--- config.mk ---
export PLATFORM = sky130hd
export DESIGN_NAME = seq_match_monitor
export DESIGN_NICKNAME = d
export VERILOG_FILES = /design/src/rtl/seq_match_monitor.sv
export SDC_FILE = /design/constraint.sdc
export NUM_CORES = 1
export LEC_CHECK = 0
export CAP_MARGIN = 5
export CORE_MARGIN = 3
export CORE_UTILIZATION = 48
export DETAILED_ROUTE_END_ITERATION = 8
export PLACE_DENSITY = 0.74
export RECOVER_POWER = 25
export SLEW_MARGIN = 20
export SYNTH_ARGS = -nofsm -noshare
export SYNTH_HDL_FRONTEND = slang
export SYNTH_SLANG_ARGS = --single-unit
--- constraint.sdc ---
create_clock -name clk -period 2.3 [get_ports clk]
set_input_delay 0.575 -clock clk [delete_from_list [all_inputs] [get_ports clk]]
set_output_delay 0.575 -clock clk [all_outputs]
set_load 0.02 [all_outputs]
--- src/rtl/seq_match_monitor.sv ---
// Match-pulse monitor: counts detector matches in total and per fixed window,
// and latches a sticky alarm when a completed window reaches THRESH matches.
module seq_match_monitor #(
  parameter int CNT_W   = 8,
  parameter int WIN_LEN = 16,
  parameter int THRESH  = 4
) (
  input  logic             clk,
  input  logic             rst,
  input  logic             en,
  input  logic             clr,
  input  logic             match_in,
  output logic [CNT_W-1:0] match_cnt,
  output logic [CNT_W-1:0] win_cnt,
  output logic [CNT_W-1:0] last_win,
  output logic             win_done,
  output logic             alarm,
  output logic             busy
);

  localparam int TW = (WIN_LEN > 2) ? $clog2(WIN_LEN) : 1;
  localparam logic [TW-1:0]    T_LAST = TW'(WIN_LEN - 1);
  localparam logic [CNT_W-1:0] THR    = CNT_W'(THRESH);
  localparam logic [CNT_W-1:0] C_MAX  = '1;

  typedef enum logic [1:0] {IDLE = 2'd0, RUN = 2'd1, ALARM = 2'd2} state_t;

  state_t           state, state_nxt;
  logic [TW-1:0]    timer;
  logic             counting;
  logic             win_end;
  logic             hit;
  logic [CNT_W-1:0] win_next;

  function automatic logic [CNT_W-1:0] sat_inc(input logic [CNT_W-1:0] x,
                                                input logic inc);
    if (inc && (x != C_MAX)) return x + CNT_W'(1);
    return x;
  endfunction

  always_ff @(posedge clk or negedge rst) begin
    if (!rst) state <= IDLE;
    else      state <= state_nxt;
  end

  always_comb begin
    state_nxt = state;
    if (clr) begin
      state_nxt = IDLE;
    end else begin
      case (state)
        IDLE:    if (en) state_nxt = RUN;
        RUN:     if (!en) state_nxt = IDLE;
                 else if (win_end && hit) state_nxt = ALARM;
        ALARM:   state_nxt = ALARM;
        default: state_nxt = IDLE;
      endcase
    end
  end

  // Window bookkeeping decoded from the current state; the final-cycle match
  // is folded into win_next so it counts toward the ending window.
  always_comb begin
    counting = en && (state != IDLE);
    win_end  = counting && (timer == T_LAST);
    win_next = sat_inc(win_cnt, match_in);
    hit      = (win_next >= THR);
  end

  always_ff @(posedge clk or negedge rst) begin
    if (!rst) begin
      timer     <= '0;
      match_cnt <= '0;
      win_cnt   <= '0;
      last_win  <= '0;
      win_done  <= 1'b0;
      alarm     <= 1'b0;
      busy      <= 1'b0;
    end else begin
      win_done <= 1'b0;
      busy     <= (state_nxt != IDLE);
      if (clr) begin
        timer     <= '0;
        match_cnt <= '0;
        win_cnt   <= '0;
        last_win  <= '0;
        alarm     <= 1'b0;
      end else if (counting) begin
        match_cnt <= sat_inc(match_cnt, match_in);
        if (win_end) begin
          timer    <= '0;
          win_cnt  <= '0;
          last_win <= win_next;
          win_done <= 1'b1;
          if (hit) alarm <= 1'b1;
        end else begin
          timer   <= timer + TW'(1);
          win_cnt <= win_next;
        end
      end else if (state != ALARM) begin
        // Leaving RUN discards the partial window; ALARM with en low freezes.
        timer   <= '0;
        win_cnt <= '0;
      end
    end
  end

endmodule

# After elaboration in Yosys (flattened, before gate mapping)
# Cells that the tools add are included.
[word_totals] reg_bits=33 inputBits=5 output_inout_bits=27 wordCells=67
[classes] addsub=3 n_lt_le_gt_ge=1 n_eq_ne=6 n_mux=33 n_reduce_logical=16
[ops] operator="8-bit 2-to-1 mux" count=13
[ops] operator="8-bit by 1-bit adder with 8-bit output (second input constant)" count=2
[ops] operator="4-bit 2-to-1 mux" count=4
[ops] operator="8-bit != test (second input constant)" count=2
[ops] operator="2-bit nonzero test" count=6
[ops] operator="1-bit 2-to-1 mux" count=11
[ops] operator="8-bit by 3-bit >= comparator with 1-bit output (second input constant)" count=1
[ops] operator="2-bit 2-to-1 mux" count=4
[ops] operator="2-bit case mux with 3 select lines" count=1
[ops] operator="1-bit logical AND" count=5
[ops] operator="4-bit by 1-bit adder with 4-bit output (second input constant)" count=1
[ops] operator="4-bit == test (second input constant)" count=1
[ops] operator="2-bit AND reduction" count=2
[ops] operator="3-bit AND reduction" count=1
[ops] operator="3-bit nonzero test" count=1
[ops] operator="2-bit by 1-bit == test with 1-bit output (second input constant)" count=1
[ops] operator="2-bit == test (second input constant)" count=1
[ops] operator="2-bit logical NOT" count=1
[ops] operator="2-bit != test (second input constant)" count=1

# Depth between registers and ports, before layout
# Gate-level depths: netlist of run 1.
[logic_depth] ltp_word=11 mapped_depth=6 depth_no_buf=6

# Worst setup path before layout of run 1
# No wires, ideal clock.
[synth_path] kind="flip-flop to flip-flop" startpoint="register match_cnt[0]" endpoint="register match_cnt[4]" t_arrival_ps=1751 required_time_ps=2168 path_slack_ps=417 path_stages_with_launch=7 path_buffers=0 synth_period_minus_slack_ps=1883 cell_sequence="dfrtp_1 ha_1 and3_1 a311oi_4 and4_1 xnor2_1 nor2_1"
[synth_via] elab_chain_cells=7 elab_cells_between_ends=12 cone_classes="add/sub: 1; eq/ne: 1; mux: 7; reduce/logical: 3"
[synth_lines] element="start, declared" line="13" text="output logic [CNT_W-1:0] match_cnt,"
[synth_lines] element="start signal, assigned" line="89" text="match_cnt <= sat_inc(match_cnt, match_in);"
[synth_lines] element="branches (longest 7 deep; another with 8-bit by 1-bit adder with 8-bit output)"
# Parallel ways; which one is timed is not known. The select of a mux whose other input is x is not followed.
# A chain may end at the register's enable or synchronous reset.

# Worst setup path in the final report of run 1
[layout_path] startpoint="register win_cnt[5]" endpoint="output win_cnt[5]"
[layout_lines] element="start, declared" line="14" text="output logic [CNT_W-1:0] win_cnt,"
[layout_lines] element="start signal, assigned" line="98" text="win_cnt <= win_next;"
# No word-level cell between the ends.

==> out/metrics.cfg, run 1 <==
[logic_synthesis]
synth_top_cell_by_area = dfrtp_1
syn_inst = 170
yosys.area_share.simple_pct = 19.41
synth.area.mux_share_pct = 3.015
synth_edf_count = 0
synth_xor_xnor_area_share_pct = 5.074
synth_adder_area_share_pct = 2.206
synth_ff_type = dfrtp_1
synth.most_common_cell = dfrtp_1
synth_cell_type_count = 45
syn_area_mm2 = 0.001702
synth-seq-area-share_pct = 48.53
synth-seq-cells = 33
synth_common_cells = dfrtp_1, nand2_1, nor2_1, o21ai_0, o21ai_1
avgSynthCellArea_um2 = 10.01
synth_top_area_share_pct = 48.53
synthArstFlopShare_pct = 100.0
syn_nets = 178
ys_warn_count = 0
synth_top_family_by_area = simple AND/OR/NAND/NOR gates
synth_compound_area_share_pct = 18.09
yosys-top-cells-area = dfrtp_1, nand2_1, nor2_1

[clocking]
insertion_delay_ns = 0.34
cts.sinks = 33
clkSlewWorstSetupHoldPaths_ns = 0.11
holdBufCountCts = 0
cts-root-buf = clkbuf_4
cts-resized-gates = 0
cts_tree = yes
cts_htree_levels = 2
post-cts-setup-buffer-count = 0
clock_path_buffers = 2
cts_made_buffers = 5

[hold_path]
hold_start = last_win[0]$_DFFE_PN0P_
whs_endpoint = last_win[0]$_DFFE_PN0P_
hold_path_depth = 2
hp-class = flop to flop

[timing]
finClkSkew_ns = 0.01523
slew_headroom_pct = 46.26
fin_crit_ns = 2.169
finalMaxSlewViolations = 0
period_share_pct = 94.28
setup_viol = 0
rsz0062_at_grt = no
worstMarginPinSlew_ns = 0.8060
fin_tns_setup_ns = 0
fmax_mhz = 461.1
whs_ns = 0.4971
hold_viol_final = 0
setup_ws_ns = 0.1315

[final_layout]
nets = 220
fillCellCount = 273
regArea_um2 = 825.8
final_cells = 257
diodes = 0
drive_gt1_share_pct = 12.68
multi_input_area_um2 = 813.3
area_delta_synth_final_pct = 27.50

[power]
leakagePower_nw = 0.9409
p_per_area_mw_per_mm2 = 471.0
ir_worst_vdd_mv = 0.2838

[setup_path]
critPathMaxFanout = 8
crit_family = buffers and inverters
rr_startpoint = match_cnt[0]$_DFFE_PN0P_
setup.worst_path.end_class = primary output
max_stage_delay_ns = 0.68
required_ns = 1.73
crit_chain = clkdlybuf4s50_1
ff2ff_setup_slack_ns = 0.41
critPathArrivalTime_ns = 1.59
reg2reg_depth = 6
path_buf_inv = 1
start_kind = flop
r2r-end = match_cnt[1]$_DFFE_PN0P_
cpMaxStageDelayCell = clkdlybuf4s50_1
critPathKind = flop to primary output

[place]
port_buffers = 31
gp_congestion = 0.8700
dpl.cell_count = 249
dp_slack_ns = -0.002596
hpwl_mm = 2.729

[routing]
via_count = 1449
drc = 0
antenna_left = 0
via_per_inst = 5.638
first_pass_iters = 4
wirelength_mm = 3.814
wire_per_inst_um = 14.84
drtIter0Drc = 136

[run_status]
status = finished clean

[floorplan]
start_util_pct = 53.13
die_h_um = 65.54
io_pins = 32
rows = 20
dieArea_mm2 = 0.004295
core-area_mm2 = 0.003203
die_w_um = 65.54

[run]
maxCapViolCount = 0

[global_routing]
antenna_found_initial = 0
grt-ovfl-total = 0
grt_pass1_vias = 1497
grt_start_max_net_pins = 34
grt_pass1_wl_mm = 6.789
grt.total_usage_pct = 20.51

## final cells by class
type                            instances  share of cell area [%]
Clock buffer                            7                   2.999
Tap cell                               44                   2.537
Sequential cell                        33                   38.06
Multi-Input combinational cell        125                   37.49
Clock inverter                          1                  0.2307
Timing Repair Buffer                   41                   17.65
Inverter                                6                   1.038
## routing by layer
layer	share of wire [%]	GRT usage [%]	up-vias
li1	-	-	694
met1	46	27.04	701
met2	48	32.74	44
met3	3.7	3.590	10
met4	2.0	9.585	0
met5	0	0	-
## flip-flops by register name (all words and copies together), names as in the netlist
signal,flops
busy,1
state,2
match_cnt,8
win_done,1
alarm,1
last_win,8
timer,4
win_cnt,8
## layout by cell type (no fill, tap or decap), drive strengths merged, types with 3 or more instances in the layout
cell type	n
o2111ai	3
nand2	19
buf	9
a22o	4
a21oi	4
xor2	7
inv	6
ha	3
nand3	5
clkdlybuf4s50	30
dfrtp	33
nor2	19
nand2b	3
and3	4
mux2i	4
clkbuf	8
nand4	4
o21ai	20
nor3	3
## where the power goes
group          total, mW  internal, mW  leakage [nW]  switching [mW]
Combinational     0.0595        0.0223         0.441          0.0372
Clock              0.376         0.177        0.0413           0.198
Sequential         0.587         0.583         0.458         0.00364
## cells by family (layout without fill, tap and decap cells)
kind of cell | after synthesis | in the layout
multiplexers | 5 | 5
buffers and inverters | 12 | 55
AND/OR/NAND/NOR | 65 | 65
XOR/XNOR | 9 | 9
adder cells (fa/ha/maj) | 3 | 3
AO/OA/AOI/OAI | 43 | 43
flip-flops | 33 | 33
## how the worst max path moves through the flow
| stage | startpoint | endpoint | slack (ns) | cells after the start |
|---|---|---|---|---|
| floorplan | match_cnt[0]$_DFFE_PN0P_ | match_cnt[4]$_DFFE_PN0P_ | 0.42 | 6 |
| CTS | win_cnt[5]$_DFFE_PN0P_ | win_cnt[5] | 0.12 | 1 |
| detailed placement | match_in | state[0]$_DFF_PN0_ | -0.003 | 6 |
| global route | win_cnt[4]$_DFFE_PN0P_ | win_cnt[4] | 0.06 | 1 |
| finish | win_cnt[5]$_DFFE_PN0P_ | win_cnt[5] | 0.13 | 1 |
| global placement | en | last_win[5]$_DFFE_PN0P_ | 0.05 | 6 |
## through the flow
step / total power [mW] / util [%] / area, um^2
floorplan: 0.6219 / - / 1702
global placement: 0.6567 / 65.63 / 2102
detailed placement: 0.6584 / 65.63 / 2102
CTS: 1.027 / 67.81 / 2172
global route: 1.067 / 67.73 / 2170
finish: 1.022 / 67.73 / 2170
Power figures use the tool's default switching activity.
==> run 2: changes to the inputs <==
Settings changed: HOLD_SLACK_MARGIN set to 0.03.
Clock period 2.3 ns to 2.2 ns, I/O delays scaled along.
==> run 2 against run 1 <==
  * First-iteration DRC count fell by 21%
  * Hold slack worse by 0.0083 ns
  * Final cell count increased by 0.39%
  * Clock-buffer cell count is the same
  * Cell area is 0.46% higher
  * Sequential power increased by 4.4%
  * Routed wire length increased by 1.0%
  * Register-to-register slack got worse by 0.13 ns
  * Sequential cell count unchanged
  * Clock power is 5.3% higher
  * Core utilization rose by 0.31 points
  * Critical path type unchanged
  * Highest routed layer unchanged
==> out/metrics.cfg, run 2 (synthesis gave the netlist of run 1 again) <==
[run_status]
status = finished clean

[timing]
fin_tns_setup_ns = 0
worstMarginPinSlew_ns = 0.8366
hold_viol_final = 0
finalMaxSlewViolations = 0
finClkSkew_ns = 0.01092
slew_headroom_pct = 44.23
setup_viol = 0
rsz0062_at_grt = no
fin_crit_ns = 2.097
period_share_pct = 95.33
setup_ws_ns = 0.1027
whs_ns = 0.4888
fmax_mhz = 476.8

[clocking]
holdBufCountCts = 0
post-cts-setup-buffer-count = 0
cts_tree = yes
clock_path_buffers = 2
cts-root-buf = clkbuf_4
clkSlewWorstSetupHoldPaths_ns = 0.11
cts_htree_levels = 2
cts_made_buffers = 5
insertion_delay_ns = 0.34
cts.sinks = 33
cts-resized-gates = 0

[floorplan]
core-area_mm2 = 0.003203
die_w_um = 65.54
dieArea_mm2 = 0.004295
die_h_um = 65.54
start_util_pct = 53.13
rows = 20
io_pins = 32

[routing]
wire_per_inst_um = 14.93
via_per_inst = 5.578
first_pass_iters = 4
antenna_left = 0
drtIter0Drc = 108
via_count = 1439
wirelength_mm = 3.853
drc = 0

[place]
dp_slack_ns = -0.1415
port_buffers = 31
gp_congestion = 0.8539
hpwl_mm = 2.756

[setup_path]
crit_family = buffers and inverters
crit_chain = clkdlybuf4s50_1
critPathKind = flop to primary output
max_stage_delay_ns = 0.67
critPathArrivalTime_ns = 1.55
path_buf_inv = 1
required_ns = 1.65
setup.worst_path.end_class = primary output
start_kind = flop
critPathMaxFanout = 9
cpMaxStageDelayCell = clkdlybuf4s50_1

[global_routing]
grt-ovfl-total = 0
grt.total_usage_pct = 20.56
grt_pass1_vias = 1490
antenna_found_initial = 0
grt_start_max_net_pins = 34
grt_pass1_wl_mm = 6.693

[power]
ir_worst_vdd_mv = 0.3858
leakagePower_nw = 0.9430
p_per_area_mw_per_mm2 = 491.9

[final_layout]
drive_gt1_share_pct = 14.02
diodes = 0
nets = 221
final_common_cell = dfrtp_1
area_delta_synth_final_pct = 28.09
fillCellCount = 276
final_cell_mix = dfrtp_1, clkdlybuf4s50_1, nor2_1, nand2_1, o21ai_0
top_regs = last_win: 8 flops, match_cnt: 8 flops, win_cnt: 8 flops
finish.utilization_pct = 68.05

[hold_path]
hp-class = flop to flop

[run]
maxCapViolCount = 0

## run 2: cell types whose count changed in the layout (fill, tap and decap cells not counted)
cell     previous run  this run
dfrtp_1            33        31
dfrtp_2             0         2
buf_4               9        10
## run 2: final cells by class
type | count | area, um^2 | share of cell area, %
clock inverters | 1 | 5.005 | 0.2296
inverters | 6 | 22.52 | 1.033
repair buffers | 42 | 390.4 | 17.91
well taps | 44 | 55.05 | 2.526
clock buffers | 7 | 65.06 | 2.985
flip-flops and latches | 33 | 828.3 | 38.00
multi-input cells | 125 | 813.3 | 37.31
## run 2: metrics by stage
stage          instances  power [mW]  cell area [um^2]
2_1_floorplan        170      0.6501              1702
5_1_grt              258       1.124              2180
6_report             258       1.072              2180
3_5_place_dp         250      0.6891              2110
4_1_cts              258       1.089              2180
3_3_place_gp         250      0.6868              2110
## run 2: final timing paths
check / slack [ns] / startpoint / cells after the start / end
max: 0.10 / win_cnt[6]$_DFFE_PN0P_ / 1 / win_cnt[6]
min: 0.49 / timer[3]$_DFFE_PN0P_ / 1 / timer[3]$_DFFE_PN0P_
max reg2reg: 0.28 / match_cnt[0]$_DFFE_PN0P_ / 6 / match_cnt[1]$_DFFE_PN0P_
min reg2reg: 0.49 / timer[3]$_DFFE_PN0P_ / 1 / timer[3]$_DFFE_PN0P_
max in group asynchronous: 0.81 / rst / 2 / win_cnt[5]$_DFFE_PN0P_
min in group asynchronous: 0.82 / rst / 2 / last_win[4]$_DFFE_PN0P_
## run 2: per-layer routing
metal / GRT usage, % / wire length (um) / vias to the layer above / share of wire [%]
li1: - / - / 695 / -
met1: 25.56 / 1702 / 699 / 44
met2: 34.51 / 1931 / 41 / 50
met3: 5.470 / 181 / 4 / 4.7
met4: 6.995 / 39 / 0 / 1.0
met5: 0 / 0 / - / 0
## run 2: power breakdown
group	switching [mW]	internal, mW	total (mW)
sequential	0.00365	0.610	0.613
clock	0.211	0.185	0.396
combinational	0.0393	0.0232	0.0625
==> run 3: changes to the inputs <==
Settings changed: CORE_MARGIN 3 to 8.
==> run 3 against run 2 <==
  * Sequential cell count unchanged
  * Fmax decreased by 2.5%
  * Global-route usage decreased by 4.9 points
  * Critical path type unchanged
  * Non-clock buffer count increased by 1
  * Critical path depth unchanged
  * Total power increased by 17%
  * Clock skew decreased by 0.0043 ns
  * Clock power increased by 44%
  * Sequential share of layout area decreased by 0.80 points
  * First-iteration DRC count decreased by 0.93%
  * Routed wire length increased by 2.8%
==> out/metrics.cfg, run 3 (synthesis gave the netlist of run 1 again) <==
[clocking]
insertion_delay_ns = 0.33
cts_tree = yes
cts.sinks = 33
clock_path_buffers = 2
cts-resized-gates = 0
cts-root-buf = clkbuf_4
holdBufCountCts = 0
post-cts-setup-buffer-count = 0
cts_htree_levels = 2
clkSlewWorstSetupHoldPaths_ns = 0.11
cts_made_buffers = 5

[run]
maxCapViolCount = 0

[setup_path]
ff2ff_setup_slack_ns = 0.27
required_ns = 1.65
critPathArrivalTime_ns = 1.60
crit_family = buffers and inverters
start_kind = flop
max_stage_delay_ns = 0.69
critPathMaxFanout = 8
critPathKind = flop to primary output
cpMaxStageDelayCell = clkdlybuf4s50_1
path_buf_inv = 1
setup.worst_path.end_class = primary output
crit_chain = clkdlybuf4s50_1

[routing]
drc = 0
wire_per_inst_um = 15.18
via_count = 1459
first_pass_iters = 4
antenna_left = 0
wirelength_mm = 3.961
drtIter0Drc = 107
via_per_inst = 5.590

[global_routing]
grt_pass1_wl_mm = 6.851
grt-ovfl-total = 0
use_met1_pct = 17.83
grt_pass1_vias = 1509
grtUsageMet3_pct = 5.658
use_met2_pct = 25.60
grt_start_max_net_pins = 34
grt.total_usage_pct = 15.68
grt-busiest-layer = met2
antenna_found_initial = 0

[final_layout]
finish.utilization_pct = 66.00
final_cells = 261
fillCellCount = 277
top_regs = last_win: 8 flops, match_cnt: 8 flops, win_cnt: 8 flops
final_cell_mix = dfrtp_1, clkdlybuf4s50_1, nor2_1, nand2_1, o21ai_0
area_delta_synth_final_pct = 30.44
final_common_cell = dfrtp_1
diodes = 0
nets = 222
drive_gt1_share_pct = 13.49

[hold_path]
hp-class = flop to flop

[floorplan]
dieArea_mm2 = 0.005706
die_h_um = 75.54
core-area_mm2 = 0.003363
rows = 21
io_pins = 32
start_util_pct = 50.60
die_w_um = 75.54

[power]
ir_worst_vdd_mv = 0.3717
leakagePower_nw = 0.9645
totalPowerFinal_mw = 1.249
p_per_area_mw_per_mm2 = 562.8

[timing]
finClkSkew_ns = 0.006639
finalMaxSlewViolations = 0
hold_viol_final = 0
fin_crit_ns = 2.150
setup_ws_ns = 0.04952
rsz0062_at_grt = no
slew_headroom_pct = 44.35
setup_viol = 0
worstMarginPinSlew_ns = 0.8347
fmax_mhz = 465.0
period_share_pct = 97.75

[run_status]
status = finished clean

[place]
dpl.cell_count = 253
port_buffers = 31
hpwl_mm = 2.889
dp_slack_ns = -0.08157
gp_congestion = 0.9648

-- run 3: changes by cell type in the layout (fill, tap and decap cells not counted), sizes merged --
cell and change:
buf +1, bufinv +2, clkbuf -2
-- run 3: worst paths after layout --
| path | start | end | cells after the start |
|---|---|---|---|
| setup / recovery | win_cnt[5]$_DFFE_PN0P_ | win_cnt[5] | 1 |
| hold / removal | timer[3]$_DFFE_PN0P_ | timer[3]$_DFFE_PN0P_ | 1 |
| setup reg to reg | win_cnt[0]$_DFFE_PN0P_ | state[0]$_DFF_PN0_ | 6 |
| hold reg to reg | timer[3]$_DFFE_PN0P_ | timer[3]$_DFFE_PN0P_ | 1 |
| max in group asynchronous | rst | match_cnt[4]$_DFFE_PN0P_ | 2 |
| min in group asynchronous | rst | win_cnt[4]$_DFFE_PN0P_ | 2 |
-- run 3: cell type report --
cell class              count  area (um^2)  area share, %
flip-flops and latches     33        825.8          37.20
inverters                   6        22.52          1.015
clock buffers               5        37.54          1.691
well taps                  46        57.56          2.593
multi-input cells         125        813.3          36.64
repair buffers             43        397.9          17.93
clock inverters             3        65.06          2.931
-- run 3: through the flow --
step / area, um^2 / setup TNS [ns] / hold WS (ns)
after detailed placement: 2120 / -0.1059 / 0.4751
after global placement: 2120 / 0 / 0.4570
after floorplan: 1702 / 0 / 0.2544
final: 2220 / 0 / 0.4894
after global routing: 2220 / 0 / 0.5143
after CTS: 2222 / 0 / 0.4966
-- run 3: power by group --
part	switching (mW)	internal (mW)
registers	0.00357	0.610
clock network	0.221	0.352
logic	0.0390	0.0245
-- run 3: per-layer routing --
metal,up-vias,part of all wire (%)
li1,692,-
met1,701,42
met2,52,47
met3,14,7.9
met4,0,2.6
met5,-,0
